`src/rtl/dec_scan_ctrl.sv`:
```
`default_nettype none
// +--------------------------------------------------------------------------+
// | dec_scan_ctrl: walks enabled dec2to4 lines in ascending order, holding   |
// | each for a latched dwell time. Macro SCAN_BLANK_EN adds a blank cycle.   |
// | Revision: 1.0                                                             |
// +--------------------------------------------------------------------------+
module dec_scan_ctrl #(
  parameter int DWELL_W = 8
) (
  input  logic               clk,
  input  logic               rst,
  input  logic               start,
  input  logic               stop,
  input  logic               one_shot,
  input  logic [DWELL_W-1:0] dwell,
  input  logic [3:0]         mask,
  output logic [1:0]         sel,
  output logic               en,
  output logic               busy,
  output logic               done,
  output logic               line_strobe
);

`ifdef SCAN_BLANK_EN
  typedef enum logic [1:0] {S_IDLE = 2'd0, S_SCAN = 2'd1, S_DONE = 2'd2, S_BLANK = 2'd3} state_t;
`else
  typedef enum logic [1:0] {S_IDLE = 2'd0, S_SCAN = 2'd1, S_DONE = 2'd2} state_t;
`endif

  state_t             r_state, w_state_nxt;
  logic [3:0]         r_mask;
  logic [DWELL_W-1:0] r_dwell, r_cnt, w_cnt_nxt, w_dwell_in;
  logic               r_one_shot, w_accept;
  logic [1:0]         w_sel_nxt, w_lowest, w_next;
  logic               w_en_nxt, w_busy_nxt, w_done_nxt, w_strobe_nxt, w_last;

  function automatic logic [1:0] lowest_line(input logic [3:0] m);
    logic [1:0] r;
    r = 2'd0;
    for (int i = 3; i >= 0; i--) if (m[i]) r = 2'(i);
    return r;
  endfunction

  // Searching downward lets the nearest set line (smallest step) win; a
  // single-bit mask lands back on the current line after four steps.
  function automatic logic [1:0] next_line(input logic [3:0] m, input logic [1:0] cur);
    logic [1:0] r;
    logic [1:0] idx;
    r = cur;
    for (int k = 4; k >= 1; k--) begin
      idx = cur + 2'(k);
      if (m[idx]) r = idx;
    end
    return r;
  endfunction

  assign w_dwell_in = (dwell == '0) ? DWELL_W'(1) : dwell;
  assign w_lowest   = lowest_line(mask);
  assign w_next     = next_line(r_mask, sel);
  assign w_last     = (r_mask >> sel) < 4'd2;

  always_comb begin
    w_state_nxt  = r_state;
    w_sel_nxt    = sel;
    w_en_nxt     = 1'b0;
    w_busy_nxt   = 1'b0;
    w_done_nxt   = 1'b0;
    w_strobe_nxt = 1'b0;
    w_cnt_nxt    = r_cnt;
    w_accept     = 1'b0;
    case (r_state)
      S_IDLE: begin
        if (start && (mask != 4'd0) && !stop) begin
          w_accept     = 1'b1;
          w_state_nxt  = S_SCAN;
          w_sel_nxt    = w_lowest;
          w_en_nxt     = 1'b1;
          w_busy_nxt   = 1'b1;
          w_strobe_nxt = 1'b1;
          w_cnt_nxt    = w_dwell_in - DWELL_W'(1);
        end
      end
      S_SCAN: begin
        if (stop) begin
          w_state_nxt = S_IDLE;
        end else if (r_cnt != '0) begin
          w_cnt_nxt  = r_cnt - DWELL_W'(1);
          w_en_nxt   = 1'b1;
          w_busy_nxt = 1'b1;
        end else if (r_one_shot && w_last) begin
          w_state_nxt = S_DONE;
          w_done_nxt  = 1'b1;
        end else begin
          w_sel_nxt  = w_next;
          w_busy_nxt = 1'b1;
`ifdef SCAN_BLANK_EN
          w_state_nxt = S_BLANK;
`else
          w_en_nxt     = 1'b1;
          w_strobe_nxt = 1'b1;
          w_cnt_nxt    = r_dwell - DWELL_W'(1);
`endif
        end
      end
`ifdef SCAN_BLANK_EN
      S_BLANK: begin
        if (stop) begin
          w_state_nxt = S_IDLE;
        end else begin
          w_state_nxt  = S_SCAN;
          w_en_nxt     = 1'b1;
          w_busy_nxt   = 1'b1;
          w_strobe_nxt = 1'b1;
          w_cnt_nxt    = r_dwell - DWELL_W'(1);
        end
      end
`endif
      S_DONE:  w_state_nxt = S_IDLE;
      default: w_state_nxt = S_IDLE;
    endcase
  end

  always_ff @(posedge clk) begin
    if (rst) begin
      r_state     <= S_IDLE;
      r_mask      <= 4'd0;
      r_dwell     <= '0;
      r_one_shot  <= 1'b0;
      r_cnt       <= '0;
      sel         <= 2'd0;
      en          <= 1'b0;
      busy        <= 1'b0;
      done        <= 1'b0;
      line_strobe <= 1'b0;
    end else begin
      r_state     <= w_state_nxt;
      r_cnt       <= w_cnt_nxt;
      sel         <= w_sel_nxt;
      en          <= w_en_nxt;
      busy        <= w_busy_nxt;
      done        <= w_done_nxt;
      line_strobe <= w_strobe_nxt;
      if (w_accept) begin
        r_mask     <= mask;
        r_dwell    <= w_dwell_in;
        r_one_shot <= one_shot;
      end
    end
  end

endmodule
`default_nettype wire
```
`config.mk`:
```
export PLATFORM = sky130hd
export DESIGN_NAME = dec_scan_ctrl
export DESIGN_NICKNAME = d
export VERILOG_FILES = /design/src/rtl/dec_scan_ctrl.sv
export SDC_FILE = /design/constraint.sdc
export NUM_CORES = 1
export LEC_CHECK = 0
export ABC_AREA = 1
export CAP_MARGIN = 20
export CORE_MARGIN = 2
export CORE_UTILIZATION = 54
export CTS_CLUSTER_DIAMETER = 30
export DETAILED_ROUTE_END_ITERATION = 6
export GPL_TIMING_DRIVEN = 0
export PLACE_DENSITY_LB_ADDON = 0.1
export RECOVER_POWER = 25
export SYNTH_ARGS = -nofsm -noshare
export SYNTH_HDL_FRONTEND = slang
export SYNTH_SLANG_ARGS = --single-unit
```
`constraint.sdc`:
```
create_clock -name clk -period 2.2 [get_ports clk]
set_input_delay 0.33 -clock clk [delete_from_list [all_inputs] [get_ports clk]]
set_output_delay 0.33 -clock clk [all_outputs]
set_load 0.02 [all_outputs]
```
==> results.yml, run 1 <==
clocking:
  cts_buffers: 3
  cts_hold_buf: 0
  path_clk_slew_ns: 0.15
  clockBufferDepth: 2
  cts.sinks: 28
  ctsResizeCount: 0
  cts_root_buf: "clkbuf_4"
  htreeDepth: 1
  post_cts_buffers: 0
  insertion_delay_ns: 0.33
  cts_tree: "built"
run:
  cap_violations: 0
setup_path:
  crit_type: "in -> reg"
  rrSetupSlack_ns: 0.43
  rr_worst_depth: 10
  required_ns: 2.47
  cp_max_fo: 10
  crit_chain: "clkdlybuf4s50_1 > nor2_1 > nand3_1 > nand4_1 > nand2_1 > nand2_2 > inv_2 > buf_6 > o21ai_1 > a21oi_1"
  cp-end-kind: "register"
  crit_path_start_kind: "input pin"
  cp_slowest_stage_delay_ns: 0.50
  crit_arrival_ns: 2.17
  critPathSlowestCell: "clkdlybuf4s50_1"
yosys:
  synth_seq_cells: 28
  syn_area_um2: 1650
  syn_area_per_cell_um2: 6.43
  yosys.area.top_type: "dfxtp_1"
  yosysSeqAreaShare: 0.340
  syn-num-nets: 274
  netlist_instances: 256
  yosys.cell_types.count: 31
  ys_warn_count: 0
  synth_area_leaders: "dfxtp_1, nand2_1, nor2_1"
  synthDominantCellAreaShare: 0.340
pwr:
  p_int_uw: 861
  switching_power_uw: 381
  p_leak_uw: 0.000875
  power_frac_comb: 0.267
  seqPwrFrac: 0.460
  peakVddDrop_mv: 0.382
  power_frac_clock: 0.273
  switching_share: 0.307
  finalPower_uw: 1240
  powerDensity_nw_per_um2: 639
floorplan:
  num_rows: 20
  die_height_um: 59.2
  die_w_um: 59.2
  pin_count: 23
  initial_core_util: 0.553
  die_area_um2: 3510
  core_um2: 2980
detailed_routing:
  dr.pass1.iters: 5
  route.detailed.drc: 0
  vias: 1640
  drt-initial-drc-count: 91
  via_per_inst: 5.22
  drtAntennaViolNets: 0
  drt_wl_total_um: 3820
  wl_per_cell_um: 12.2
global_route:
  antenna_found_initial: 0
  grt_max_degree: 17
  grt_pass1_vias: 1505
  overflow: 0
  grt.total_usage: 0.243
  grt_pass1_wl_um: 6590
sta:
  min_period_ns: 1.90
  rsz0062_at_grt: "false"
  setup_ws_ns: 0.297
  period_share: 0.865
  setup_viol: 0
  max_freq_ghz: 0.526
  tns_ns: 0
  finClkSkew_ns: 0.00720
  timing.final.max_slew_violations: 0
  final-hold-violation-count: 0
  slew_headroom: 0.655
  hold_ws_ns: 0.359
  tightest_slew_ns: 0.518
final_layout:
  fill_cells: 286
  nets: 300
  drive_gt1_frac: 0.114
  syn2layout_area_growth_pct: 18.1
  diodes: 0
hold_path:
  hold_path_class: "in -> reg"
  hold_depth: 2
placed_design:
  dp_slack_ns: 0.138
  place_congestion: 0.913
  portBuffers: 21
  dp_hpwl_um: 2960
run_status:
  status: "completed"
power by group through the flow:
stage / logic [uW] / registers, uW / clock network (uW)
after floorplan: 229 / 583 / 0
after global placement: 326 / 582 / 0
after detailed placement: 331 / 582 / 0
after CTS: 332 / 572 / 350
after global routing: 375 / 577 / 370
final: 332 / 572 / 339
final cells by class:
| class | count | area [um^2] | share of cell area |
|---|---|---|---|
| Clock buffer | 3 | 22.5 | 0.0116 |
| Multi-Input combinational cell | 180 | 877 | 0.451 |
| Clock inverter | 1 | 30.0 | 0.0154 |
| Tap cell | 33 | 41.3 | 0.0212 |
| Timing Repair Buffer | 21 | 210 | 0.108 |
| Buffer | 9 | 56.3 | 0.0290 |
| Sequential cell | 28 | 561 | 0.288 |
| Inverter | 39 | 146 | 0.0753 |
worst max-delay path: cells and delay by family:
family | cells | cell delay (ns)
compound gates | 2 | 0.21
buf+inv | 3 | 0.76
simple gates | 5 | 0.85
sequential cells by signal, indices dropped and copies added (netlist names):
signal / count
r_dwell: 8
r_state: 2
busy: 1
r_one_shot: 1
r_mask: 4
line_strobe: 1
done: 1
r_cnt: 8
sel: 2
layer usage:
metal	routed length, um	track usage	vias to the layer above
met5	0	0	-
met4	19	0.0422	0
met3	200	0.0502	2
met2	1660	0.374	42
met1	1940	0.354	734
li1	-	-	862
cell usage after synthesis:
library cell	number
or2_0	1
inv_2	5
nand3_1	13
o31ai_1	1
a21oi_2	1
o21a_1	1
dfxtp_1	28
nor2_4	2
nand2_4	2
nand2_2	8
nor2_2	2
a211oi_1	1
nand4_1	2
nand3_2	1
nand2_1	53
nor3_1	1
buf_6	2
clkbuf_1	5
nand4_2	1
or2_2	3
buf_4	2
o21bai_1	2
o21ai_1	3
o21ai_0	18
ha_1	1
nor3_2	1
nor4_1	2
inv_1	34
nor2_1	35
a31oi_1	3
a21oi_1	22
stage by stage:
step	instances	instance area (um^2)	util
after floorplan	256	1650	-
after global placement	310	1900	0.637
after detailed placement	310	1900	0.637
after CTS	314	1950	0.655
after global routing	314	1940	0.653
final	314	1940	0.653
layout by cell type (no fill, tap or decap), drive strengths merged, types with 2 or more instances in the layout:
cell / synthesis / final
o21ai: 21 / 21
inv: 39 / 39
or2: 4 / 4
nor2: 39 / 39
clkdlybuf4s50: 0 / 19
buf: 4 / 4
nand3: 14 / 14
o21bai: 2 / 2
nand2: 63 / 63
dlygate4sd3: 0 / 2
dfxtp: 28 / 28
nand4: 3 / 3
a21oi: 23 / 23
a31oi: 3 / 3
nor3: 2 / 2
nor4: 2 / 2
clkbuf: 5 / 8
kinds of logic after synthesis:
logic type | count (synthesis) | share of synthesized area
and+or+nand+nor | 127 | 0.359
AOI/OAI and AO/OA | 52 | 0.170
buffers and inverters | 48 | 0.123
DFF | 28 | 0.340
adders and majority gates | 1 | 0.00760
final timing paths:
kind | endpoint | start
min reg2reg | r_dwell[7] | r_dwell[7]
min | r_dwell[0] | rst
max reg2reg | r_cnt[2] | r_cnt[6]
max | r_cnt[1] | mask[0]
No activity file was read; power rests on OpenSTA's default activity.
==> run 2, diff against run 1 <==
--- a/config.mk
+++ b/config.mk
@@ -7,7 +7,6 @@
 export LEC_CHECK = 0
 export ABC_AREA = 1
 export CAP_MARGIN = 20
-export CORE_MARGIN = 2
 export CORE_UTILIZATION = 54
 export CTS_CLUSTER_DIAMETER = 30
 export DETAILED_ROUTE_END_ITERATION = 6
==> run 2 against run 1 <==
Compared with the run above:
- sequential share of layout area about the same
- worst setup slack improved by 0.066 ns
- total power increased by 0.73%
- non-clock buffer count unchanged
- largest cell class unchanged
==> results.yml, run 2 (synthesis results as in run 1) <==
global_route:
  grt_pass1_vias: 1473
  antenna_found_initial: 0
  grt_pass1_wl_um: 6640
  grt.total_usage: 0.263
  overflow: 0
  grt_max_degree: 17
clocking:
  cts.sinks: 28
  ctsResizeCount: 0
  insertion_delay_ns: 0.34
  post_cts_buffers: 0
  cts_root_buf: "clkbuf_4"
  clockBufferDepth: 2
  cts_tree: "built"
  cts_hold_buf: 0
  cts_buffers: 3
  path_clk_slew_ns: 0.15
  htreeDepth: 1
detailed_routing:
  wl_per_cell_um: 12.6
  via_per_inst: 5.32
  vias: 1661
  drt-initial-drc-count: 87
  dr.pass1.iters: 4
  drtAntennaViolNets: 0
  route.detailed.drc: 0
  drt_wl_total_um: 3940
floorplan:
  pin_count: 23
  die_area_um2: 3270
  num_rows: 19
  die_w_um: 57.2
  core_um2: 2830
  die_height_um: 57.2
  initial_core_util: 0.582
final_layout:
  final_area_um2: 1940
  nets: 300
  drive_gt1_frac: 0.114
  final_core_util: 0.686
  syn2layout_area_growth_pct: 17.9
  final_cell_mix: "nand2_1, nor2_1, inv_1, dfxtp_1, a21oi_1"
  diodes: 0
  layout.cells.non_filler: 312
  largestRegisters: "r_cnt: 8 flops, r_dwell: 8 flops, r_mask: 4 flops"
  layout_commonest_cell: "nand2_1"
setup_path:
  crit_path_start_kind: "input pin"
  cpLargestDelayFamily: "buffers and inverters"
  crit_chain: "clkdlybuf4s50_1 > inv_1 > nand3_1 > nand4_1 > nand2_1 > nand2_2 > inv_2 > buf_6 > o21ai_1 > a21oi_1"
  crit_arrival_ns: 2.12
  cp-end-kind: "register"
  crit_type: "in -> reg"
  cp_max_fo: 10
  cp_slowest_stage_delay_ns: 0.50
  required_ns: 2.48
  critPathSlowestCell: "clkdlybuf4s50_1"
  path_buf_inv: 4
sta:
  tns_ns: 0
  setup_viol: 0
  timing.final.max_slew_violations: 0
  rsz0062_at_grt: "false"
  max_freq_ghz: 0.544
  slew_headroom: 0.683
  period_share: 0.835
  min_period_ns: 1.84
  finClkSkew_ns: 0.00446
  tightest_slew_ns: 0.476
  final-hold-violation-count: 0
pwr:
  powerDensity_nw_per_um2: 644
  power_frac_comb: 0.268
  switching_power_uw: 389
  seqPwrFrac: 0.456
  peakVddDrop_mv: 0.388
  finalPower_uw: 1250
  switching_share: 0.311
  power_frac_clock: 0.276
  p_leak_uw: 0.000872
  p_int_uw: 862
hold_path:
  hold_path_class: "in -> reg"
run_status:
  status: "completed"
placed_design:
  dpl.cell_count: 308
  dp_hpwl_um: 2960
  portBuffers: 21
  place_area_um2: 1900
  place_congestion: 0.852
run:
  cap_violations: 0
## run 2: cell count changes in the layout (fill, tap and decap cells not counted), sizes merged
cell,previous run,this run
clkdlybuf4s50,19,20
dlygate4sd3,2,1
## run 2: stage by stage
stage	hold slack, ns	setup slack [ns]
finish	0.341	0.363
global route	0.387	0.165
CTS	0.354	0.407
detailed placement	0.439	0.150
global placement	0.433	0.146
floorplan	0.420	0.656
## run 2: power groups by stage
stage / sequential [uW] / clock (uW) / combinational (uW)
detailed placement: 582 / 0 / 330
global route: 576 / 368 / 373
global placement: 581 / 0 / 324
floorplan: 583 / 0 / 229
CTS: 571 / 349 / 333
finish: 570 / 346 / 335
## run 2: layer usage
layer	wire (um)	track usage
met1	1870	0.371
met2	1770	0.417
met3	232	0.0317
met4	68	0.0906
met5	0	0
## run 2: path summary, 6_finish.rpt
kind	startpoint	endpoint	slack (ns)	cells past startpoint
setup / recovery	mask[3]	r_cnt[1]	0.36	10
hold / removal	rst	r_dwell[0]	0.34	2
setup reg to reg	r_state[0]	r_cnt[6]	0.41	12
hold reg to reg	r_dwell[1]	r_dwell[1]	0.46	2
## run 2: final cells by class
| cell class | count | area, um^2 |
|---|---|---|
| multi-input cells | 180 | 877 |
| fillers | 276 | 887 |
| plain buffers | 9 | 56.3 |
| well taps | 31 | 38.8 |
| clock buffers | 3 | 22.5 |
| clock inverters | 1 | 30.0 |
| inverters | 39 | 146 |
| flip-flops and latches | 28 | 561 |
| repair buffers | 21 | 210 |
